--- src/rtl/fetch_sequencer.sv ---
// Instruction-fetch controller: handshaked imem read at the current PC, holds the
// fetched word for decode, and computes the next PC (stall / sequential / branch / jump).
module fetch_sequencer #(
  parameter logic [31:0] RESET_PC = 32'h0000_0000
) (
  input  logic        clk,
  input  logic        reset,
  input  logic [31:0] pc_in,
  output logic [31:0] pc_next,
  output logic        imem_req,
  output logic [31:0] imem_addr,
  input  logic        imem_ready,
  input  logic [31:0] imem_rdata,
  output logic [31:0] instr,
  output logic        instr_valid,
  input  logic        instr_accept,
  input  logic        branch_taken,
  input  logic [31:0] branch_target,
  input  logic        jump,
  input  logic [25:0] jump_index,
  output logic        misaligned,
  output logic [1:0]  fsm_state
);

  // Handshakes: a fetch completes on any cycle with imem_req && imem_ready; an
  // instruction retires on any cycle with instr_valid && instr_accept. Neither
  // side may withdraw: imem_req holds until ready, instr_valid holds until accept.

  typedef enum logic [1:0] {
    IDLE  = 2'd0,
    FETCH = 2'd1,
    HOLD  = 2'd2,
    ERROR = 2'd3
  } state_t;

  state_t      state, state_next;
  logic [31:0] pc4;
  logic [31:0] target;

  always_ff @(posedge clk or posedge reset) begin
    if (reset) begin
      state      <= IDLE;
      instr      <= 32'h0;
      misaligned <= 1'b0;
    end else begin
      state <= state_next;
      if (state == FETCH && imem_ready) begin
        instr <= imem_rdata;
      end
      if (state_next == ERROR) begin
        misaligned <= 1'b1;
      end
    end
  end

  // Redirect priority: jump over taken branch over fall-through.
  always_comb begin
    pc4 = pc_in + 32'd4;
    if (jump) begin
      target = {pc4[31:28], jump_index, 2'b00};
    end else if (branch_taken) begin
      target = branch_target;
    end else begin
      target = pc4;
    end
  end

  // The PC register has no enable, so feeding pc_in back is how the PC stalls.
  always_comb begin
    state_next = state;
    pc_next    = pc_in;
    case (state)
      IDLE:  state_next = FETCH;
      FETCH: if (imem_ready) state_next = HOLD;
      HOLD: begin
        if (instr_accept) begin
          if (target[1:0] != 2'b00) begin
            state_next = ERROR;
          end else begin
            pc_next    = target;
            state_next = FETCH;
          end
        end
      end
      ERROR:   state_next = ERROR;
      default: state_next = IDLE;
    endcase
    if (reset) begin
      pc_next = RESET_PC;
    end
  end

  assign imem_req    = (state == FETCH);
  assign instr_valid = (state == HOLD);
  assign imem_addr   = pc_in;
  assign fsm_state   = state;

endmodule

--- config.mk ---
export PLATFORM = sky130hd
export DESIGN_NAME = fetch_sequencer
export DESIGN_NICKNAME = d
export VERILOG_FILES = /design/src/rtl/fetch_sequencer.sv
export SDC_FILE = /design/constraint.sdc
export NUM_CORES = 1
export LEC_CHECK = 0
export BUFFER_PORTS_ARGS = -buffer_cell sky130_fd_sc_hd__buf_2
export CAP_MARGIN = 40
export CORE_MARGIN = 2
export CORE_UTILIZATION = 42
export DETAILED_ROUTE_END_ITERATION = 16
export HOLD_SLACK_MARGIN = 0.03
export PLACE_DENSITY_LB_ADDON = 0.2
export SLEW_MARGIN = 20
export SYNTH_ARGS = -nofsm -noshare
export SYNTH_HDL_FRONTEND = slang
export SYNTH_SLANG_ARGS = --single-unit
--- constraint.sdc ---
create_clock -name clk -period 2.76 [get_ports clk]
set_input_delay 0.276 -clock clk [delete_from_list [all_inputs] [get_ports clk]]
set_output_delay 0.276 -clock clk [all_outputs]
set_load 0.02 [all_outputs]
# --- Word level (Yosys, flattened, before mapping) ---
# Cells that the tools add are included.
totals:
  reg_bits: 35
op_classes:
  add_sub_neg: 1
  n_eq_ne: 4
  mux: 10
  n_reduce_logical: 3
ops:
  columns: ["operator", "count"]
  rows:
  - ["32-bit 2-to-1 mux", 6]
  - ["32-bit by 3-bit adder with 32-bit output (second input constant)", 1]
  - ["2-bit case mux with 4 select lines", 1]
  - ["2-bit equality test (second input constant)", 3]
  - ["2-bit 2-to-1 mux", 3]
  - ["2-bit by 1-bit equality test with 1-bit output (second input constant)", 1]
  - ["2-bit zero test", 1]
  - ["2-bit nonzero test", 1]
  - ["1-bit logical AND", 1]

# --- Logic depth before layout (Yosys ltp) ---
# Gate-level depths: netlist of the first run.
logic_depth:
  depth_word: 8
  mapped_depth: 8
  depth_no_buf: 6

# --- Worst setup path after synthesis of the first run ---
# Ideal clock, no wire load.
synth_timing:
  path_type: "input -> output"
  start: "input port reset"
  end: "output port pc_next[23]"
  arrival_time_ps: 2488
  path_slack_ps: -4
  stages: 5
  path_buffers: 2
  cell_sequence: "clkbuf_1 > inv_1 > clkbuf_1 > o221ai_1 > a21oi_1"
synth_between:
  elab_chain_len: 1
synth_lines:
  columns: ["item", "line", "text"]
  rows:
  - ["start, declared", "7", "input logic reset,"]
  - ["32-bit 2-to-1 mux", "88", "if (reset) begin"]
  - ["end, declared", "9", "output logic [31:0] pc_next,"]
# Every way passes these cells.

# --- Worst setup path after layout of the first run ---
layout_timing:
  start: "register state[0] (netlist: fsm_state[0])"
  end: "output port pc_next[28]"
layout_between:
  elab_chain_len: 3
layout_lines:
  columns: ["item", "line", "text"]
  rows:
  - ["start, declared", "36", "state_t state, state_next;"]
  - ["start signal, assigned", "46", "state <= state_next;"]
  - ["2-bit equality test", "72", "case (state)"]
  - ["32-bit 2-to-1 mux", "72", null]
  - ["32-bit 2-to-1 mux", "88", null]
# Every way passes these cells.

==> out/metrics.yaml, run 1 <==
final_hold_viol_count: 0
viasPerCell: 5.65
status: "finished, final reports clean"
slowest_delay_ns: 0.44
hold_class: "primary input to flop"
ir_worst_vdd_mv: 0.603
clock_power_share: 0.149
path_max_fanout: 15
cts_num_sinks: 35
final-seq-area_um2: 876
placed_area_mm2: 0.00428
grt-ovfl-total: 0
cts-root-buf: "clkbuf_8"
syn_area_mm2: 0.00327
cp_slowest_cell: "dfrtp_1"
cts_buffers: 5
dieHeight_um: 92.3
cp-end-kind: "output pin"
final_nets: 713
p_sw_frac: 0.416
min_period_ns: 2.55
startpoint_type: "flop"
setup_viol: 0
multi_input_area_mm2: 0.00200
seq_power_share: 0.355
layout.cells.non_filler: 687
fin_area_mm2: 0.00439
whs_path_depth: 2
fin_crit_sh: 0.923
io_pins: 229
tightest_slew_ns: 0.784
wl_mm: 11.3
grt_pass1_wl_mm: 17.6
critical_path_class: "flop to output pin"
synth_ff_type: "dfrtp_1"
syn_inst: 393
start_util: 0.428
r2r_cells: 3
slew_violations: 0
grt_max_degree: 39
place_hpwl_mm: 8.98
vias: 3880
final_common_cell: "buf_2"
ys_async_sr_fraction: 1.00
seq_area_frac_synth: 0.268
rsz0062_at_grt: "false"
synth-edff-count: 0
yosys_warnings: 0
max-slew-margin-rel: 0.476
gp_congestion: 0.845
internal_power_mw: 1.41
design.core.area_mm2: 0.00765
cts_setup_buffers: 0
power_density_mw_per_mm2: 552
grt_use_total: 0.257
ant_nets: 0
die_width_um: 92.3
wire_per_inst_um: 16.5
cts_hold_buf: 0
dieArea_mm2: 0.00852
utilization: 0.574
insertion_delay_ns: 0.29
placementRows: 32
max-clock-path-buffers: 2
cts_tree: "built"
final.setup_skew_ns: 0.00796
power_switching_mw: 1.01
area_growth_pct: 34.0
fillers: 776
setup_tns_ns: 0
ctsResizeCount: 0
post_route_cells_drive_above_1_share: 0.511
drv_cap: 0
comb_power_share: 0.496
ys_types: 65
clk_pin_slew_ns: 0.08
port_buffers: 228
synth-seq-cells: 35
cp.arrival_ns: 2.27
syn_nets: 522
layout_common_cells: "buf_2 (228), dfrtp_1 (35), mux2_2 (33)"
drc: 0
cp.required_ns: 2.48
dp_cells: 676
grt_pass1_vias: 3626
fmax_mhz: 393
leakage_nw: 2.13
drt-initial-drc-count: 145
antenna_cells: 0
antenna_found_initial: 0
h-tree-depth: 2
syn_avg_cell_area_um2: 8.33
first_pass_iters: 5
path_cells: "and3b_1 -> o221ai_4 -> buf_4 -> nor3_2 -> a221oi_1 -> a311oi_1 -> buf_2"
## final cells by class
class	count	area share
inverter	7	0.00599
multi-input combinational	291	0.456
sequential	35	0.200
clock buffer	6	0.0165
tap	102	0.0291
timing repair buffer	244	0.290
clock inverter	2	0.00285
## layer usage
layer / wire [um] / up-vias / track usage
li1: - / 1842 / -
met1: 4440 / 1820 / 0.313
met2: 5660 / 202 / 0.450
met5: 0 / - / 0
met4: 186 / 0 / 0.0759
met3: 1040 / 16 / 0.0592
## synthesized netlist by cell type, types with 2 or more instances
| cell | number | area (um2) |
|---|---|---|
| buf_4 | 35 | 263 |
| dfrtp_1 | 35 | 876 |
| mux2_2 | 33 | 372 |
| a21oi_1 | 28 | 140 |
| o21ai_0 | 27 | 135 |
| nor2_1 | 26 | 97.6 |
| nand3_1 | 23 | 115 |
| nand2_1 | 22 | 82.6 |
| clkbuf_1 | 15 | 56.3 |
| o211ai_1 | 14 | 105 |
| and3_1 | 10 | 62.6 |
| a31oi_1 | 8 | 50.1 |
| buf_2 | 6 | 30.0 |
| inv_1 | 6 | 22.5 |
| nand4_1 | 6 | 37.5 |
| a22oi_1 | 5 | 37.5 |
| nor2b_1 | 5 | 31.3 |
| nor3_1 | 5 | 25.0 |
| xnor2_1 | 5 | 43.8 |
| and4_1 | 4 | 35.0 |
| mux2i_1 | 4 | 40.0 |
| nor4_1 | 4 | 25.0 |
| o311ai_0 | 4 | 35.0 |
| a21o_1 | 3 | 22.5 |
| a221o_1 | 3 | 30.0 |
| a221oi_1 | 3 | 26.3 |
| a22o_1 | 3 | 26.3 |
| a311oi_1 | 3 | 26.3 |
| o21a_1 | 3 | 22.5 |
| a2111oi_0 | 2 | 17.5 |
| a211oi_1 | 2 | 15.0 |
| a32o_1 | 2 | 20.0 |
| and2_1 | 2 | 12.5 |
| buf_1 | 2 | 7.51 |
| nand2b_1 | 2 | 12.5 |
| nor3_2 | 2 | 20.0 |
| o22ai_1 | 2 | 12.5 |
| xor2_1 | 2 | 17.5 |
## power groups by stage
stage,clock [mW],sequential [mW],combinational (mW)
2_1_floorplan,0,1.16,0.446
3_3_place_gp,0,0.854,1.19
3_5_place_dp,0,0.861,1.21
4_1_cts,0.367,0.862,1.21
5_1_grt,0.390,0.888,1.28
6_report,0.360,0.860,1.20
## per-stage QoR
stage	power, mW	hold slack [ns]	worst slack [ns]
after detailed placement	2.07	0.448	0.262
final	2.42	0.217	0.213
after global placement	2.05	0.439	0.331
after floorplan	1.61	0.427	0.394
after global routing	2.56	0.210	0.0230
after CTS	2.44	0.213	0.121
## logic make-up after synthesis
family                   synth area share
AO/OA/AOI/OAI                       0.263
XOR/XNOR                           0.0187
adder cells (fa/ha/maj)           0.00382
buffers and inverters               0.122
flip-flops                          0.268
multiplexers                        0.126
AND/OR/NAND/NOR                     0.200
## worst paths after layout
kind,start,end,slack (ns)
hold / removal,imem_rdata[11],instr[11],0.22
min in group asynchronous,reset,fsm_state[1],0.30
max in group asynchronous,reset,instr[28],1.86
setup reg to reg,fsm_state[1],instr[1],0.87
hold reg to reg,misaligned,misaligned,0.47
setup / recovery,fsm_state[0],pc_next[28],0.21
## sequential cells by signal, summed over array words and instances, names as in the netlist
name	cells
instr	32
fsm_state	2
misaligned	1
## critical path, delay by kind of cell (launching register included)
kind,cells,cell delay (ns)
DFF,1,0.44
and+or+nand+nor,2,0.60
AOI/OAI and AO/OA,3,0.52
buffers and inverters,2,0.43
(Power assumes the default switching activity.)
==> inputs of run 2 (changes only) <==
clock period = 2.7 ns   (was 2.76 ns; I/O delays follow)
==> run 2 against run 1 <==
Critical path depth unchanged; routed wire length rose by 1.8%; hold slack worse by 0.0077 ns; cell count down 0.29%; non-clock buffer count down 3; clock power increased by 29%; critical endpoint is now pc_next[26]; highest routed layer unchanged.
==> out/metrics.yaml, run 2 (synthesized netlist as in run 1, its figures left out) <==
status: "finished, final reports clean"
wire_per_inst_um: 16.8  # +2.1%
cts-root-buf: "clkbuf_8"
cp_slowest_cell: "dfrtp_1"
placementRows: 32  # unchanged
dieHeight_um: 92.3  # unchanged
power_density_mw_per_mm2: 584  # +5.9%
slew_violations: 0  # unchanged
startpoint_type: "flop"
start_util: 0.428  # unchanged
timing.hold.ws_ns: 0.209  # -0.00774 ns
ant_nets: 0  # unchanged
die_width_um: 92.3  # unchanged
fin_area_mm2: 0.00441  # +0.54%
drt-initial-drc-count: 235  # +62%
path_max_fanout: 14  # -1
slowest_delay_ns: 0.45  # about the same
insertion_delay_ns: 0.28  # about the same
path_cells: "and3b_2 -> o221a_4 -> buf_4 -> nor2_1 -> a311oi_1 -> o311a_2 -> buf_2"
wl_mm: 11.5  # +1.8%
first_pass_iters: 5  # unchanged
grt-ovfl-total: 0  # unchanged
cts_buffers: 5  # unchanged
post_route_cells_drive_above_1_share: 0.515  # +0.00347
critical_path_class: "flop to output pin"
dieArea_mm2: 0.00852  # unchanged
antenna_found_initial: 0  # unchanged
clk_pin_slew_ns: 0.07  # about the same
cts_num_sinks: 35  # unchanged
cp-end-kind: "output pin"
grt_max_degree: 56  # +44%
final_hold_viol_count: 0  # unchanged
min_period_ns: 2.60
hold_class: "primary input to flop"
io_pins: 229  # unchanged
cts_tree: "built"
viasPerCell: 5.65  # about the same
grt_use_total: 0.258  # +0.00195
cp.arrival_ns: 2.33  # +0.06 ns
area_growth_pct: 34.7
final_nets: 711  # -0.28%
grt_pass1_vias: 3573  # -1.5%
drc: 0  # unchanged
dp_cells: 676  # unchanged
final.setup_skew_ns: 0.00717  # -0.000792 ns
cp_num_buf_inv: 2  # unchanged
cp.required_ns: 2.43  # -0.05 ns
design.core.area_mm2: 0.00765  # unchanged
max-clock-path-buffers: 2  # unchanged
port_buffers: 228  # unchanged
largest_reg_flops: 32  # unchanged
fillers: 758  # -2.3%
drv_cap: 0  # unchanged
setup_viol: 0  # unchanged
ir_worst_vdd_mv: 0.528  # -12%
placed_area_mm2: 0.00428  # unchanged
max-slew-margin-rel: 0.672  # +0.196
final-seq-area_um2: 876  # unchanged
layout.cells.non_filler: 685  # -0.29%
place_hpwl_mm: 8.90  # -0.80%
rsz0062_at_grt: "false"
fin_crit_sh: 0.962
layout_common_cells: "buf_2 (228), dfrtp_1 (35), mux2_2 (33)"
cp_top_family: "compound AO/OA/AOI/OAI gates"
setup_tns_ns: 0  # unchanged
gp_congestion: 0.839  # -0.71%
h-tree-depth: 2  # unchanged
tightest_slew_ns: 0.490  # -0.294 ns
leakage_nw: 2.13  # +0.15%
multi_input_area_mm2: 0.00201  # +0.75%
grt_pass1_wl_mm: 17.6  # +0.35%
top_register: "instr"
antenna_cells: 0  # unchanged
vias: 3867  # -0.34%
fmax_mhz: 385
final_common_cell: "buf_2"
cts_hold_buf: 0  # unchanged
==> run 2: cell count changes in the layout (fill, tap and decap cells not counted), sizes merged <==
cell,before,now
buf,244,241
clkinv,2,3
clkbuf,6,5
o221a,2,3
bufinv,0,1
clkinvlp,1,0
==> run 2: layout make-up <==
cell class,instances,area share
multi-input combinational,292,0.456
clock buffer,5,0.0156
timing repair buffer,241,0.285
tap,102,0.0289
sequential,35,0.199
inverter,7,0.00596
clock inverter,3,0.00993
==> run 2: report_power, final <==
group / internal (mW) / total, mW / leakage (nW) / switching, mW
Sequential: 0.764 / 0.879 / 0.411 / 0.115
Clock: 0.275 / 0.465 / 0.0581 / 0.190
Combinational: 0.501 / 1.23 / 1.66 / 0.732
Total: 1.54 / 2.58 / 2.13 / 1.04
==> run 2: per-stage QoR <==
stage	utilization	setup slack, ns	power, mW
floorplan	-	0.340	1.64
global route	0.577	0.000175	2.71
finish	0.577	0.103	2.58
CTS	0.576	0.0479	2.60
detailed placement	0.560	0.277	2.12
global placement	0.560	0.335	2.09
==> run 2: layer usage <==
layer / global-route usage / share of wire
met4: 0.0771 / 0.019
met3: 0.0608 / 0.093
met1: 0.325 / 0.40
met2: 0.441 / 0.49
met5: 0 / 0
==> run 2: worst reg2reg max path: cells and delay by family, from the launching register on <==
family	cells	cell delay, ns
buf+inv	1	0.28
mux	1	0.39
flops	1	0.45
simple gates	1	0.16
==> run 2: path summary, 6_finish.rpt <==
check / startpoint / end / slack (ns) / depth (start not counted)
max: fsm_state[0] / pc_next[26] / 0.10 / 7
min: imem_rdata[21] / instr[21] / 0.21 / 2
max reg2reg: fsm_state[1] / instr[3] / 1.32 / 3
min reg2reg: misaligned / misaligned / 0.47 / 1
max in group asynchronous: reset / fsm_state[0] / 2.21 / 3
min in group asynchronous: reset / instr[6] / 0.26 / 3
==> run 2: what timing repair did <==
action	CTS	global route
gates resized for setup	0	3
gates cloned	1	0
setup endpoints to repair	1	8
endpoints found under the hold margin	0	0
buffers inserted	0	0
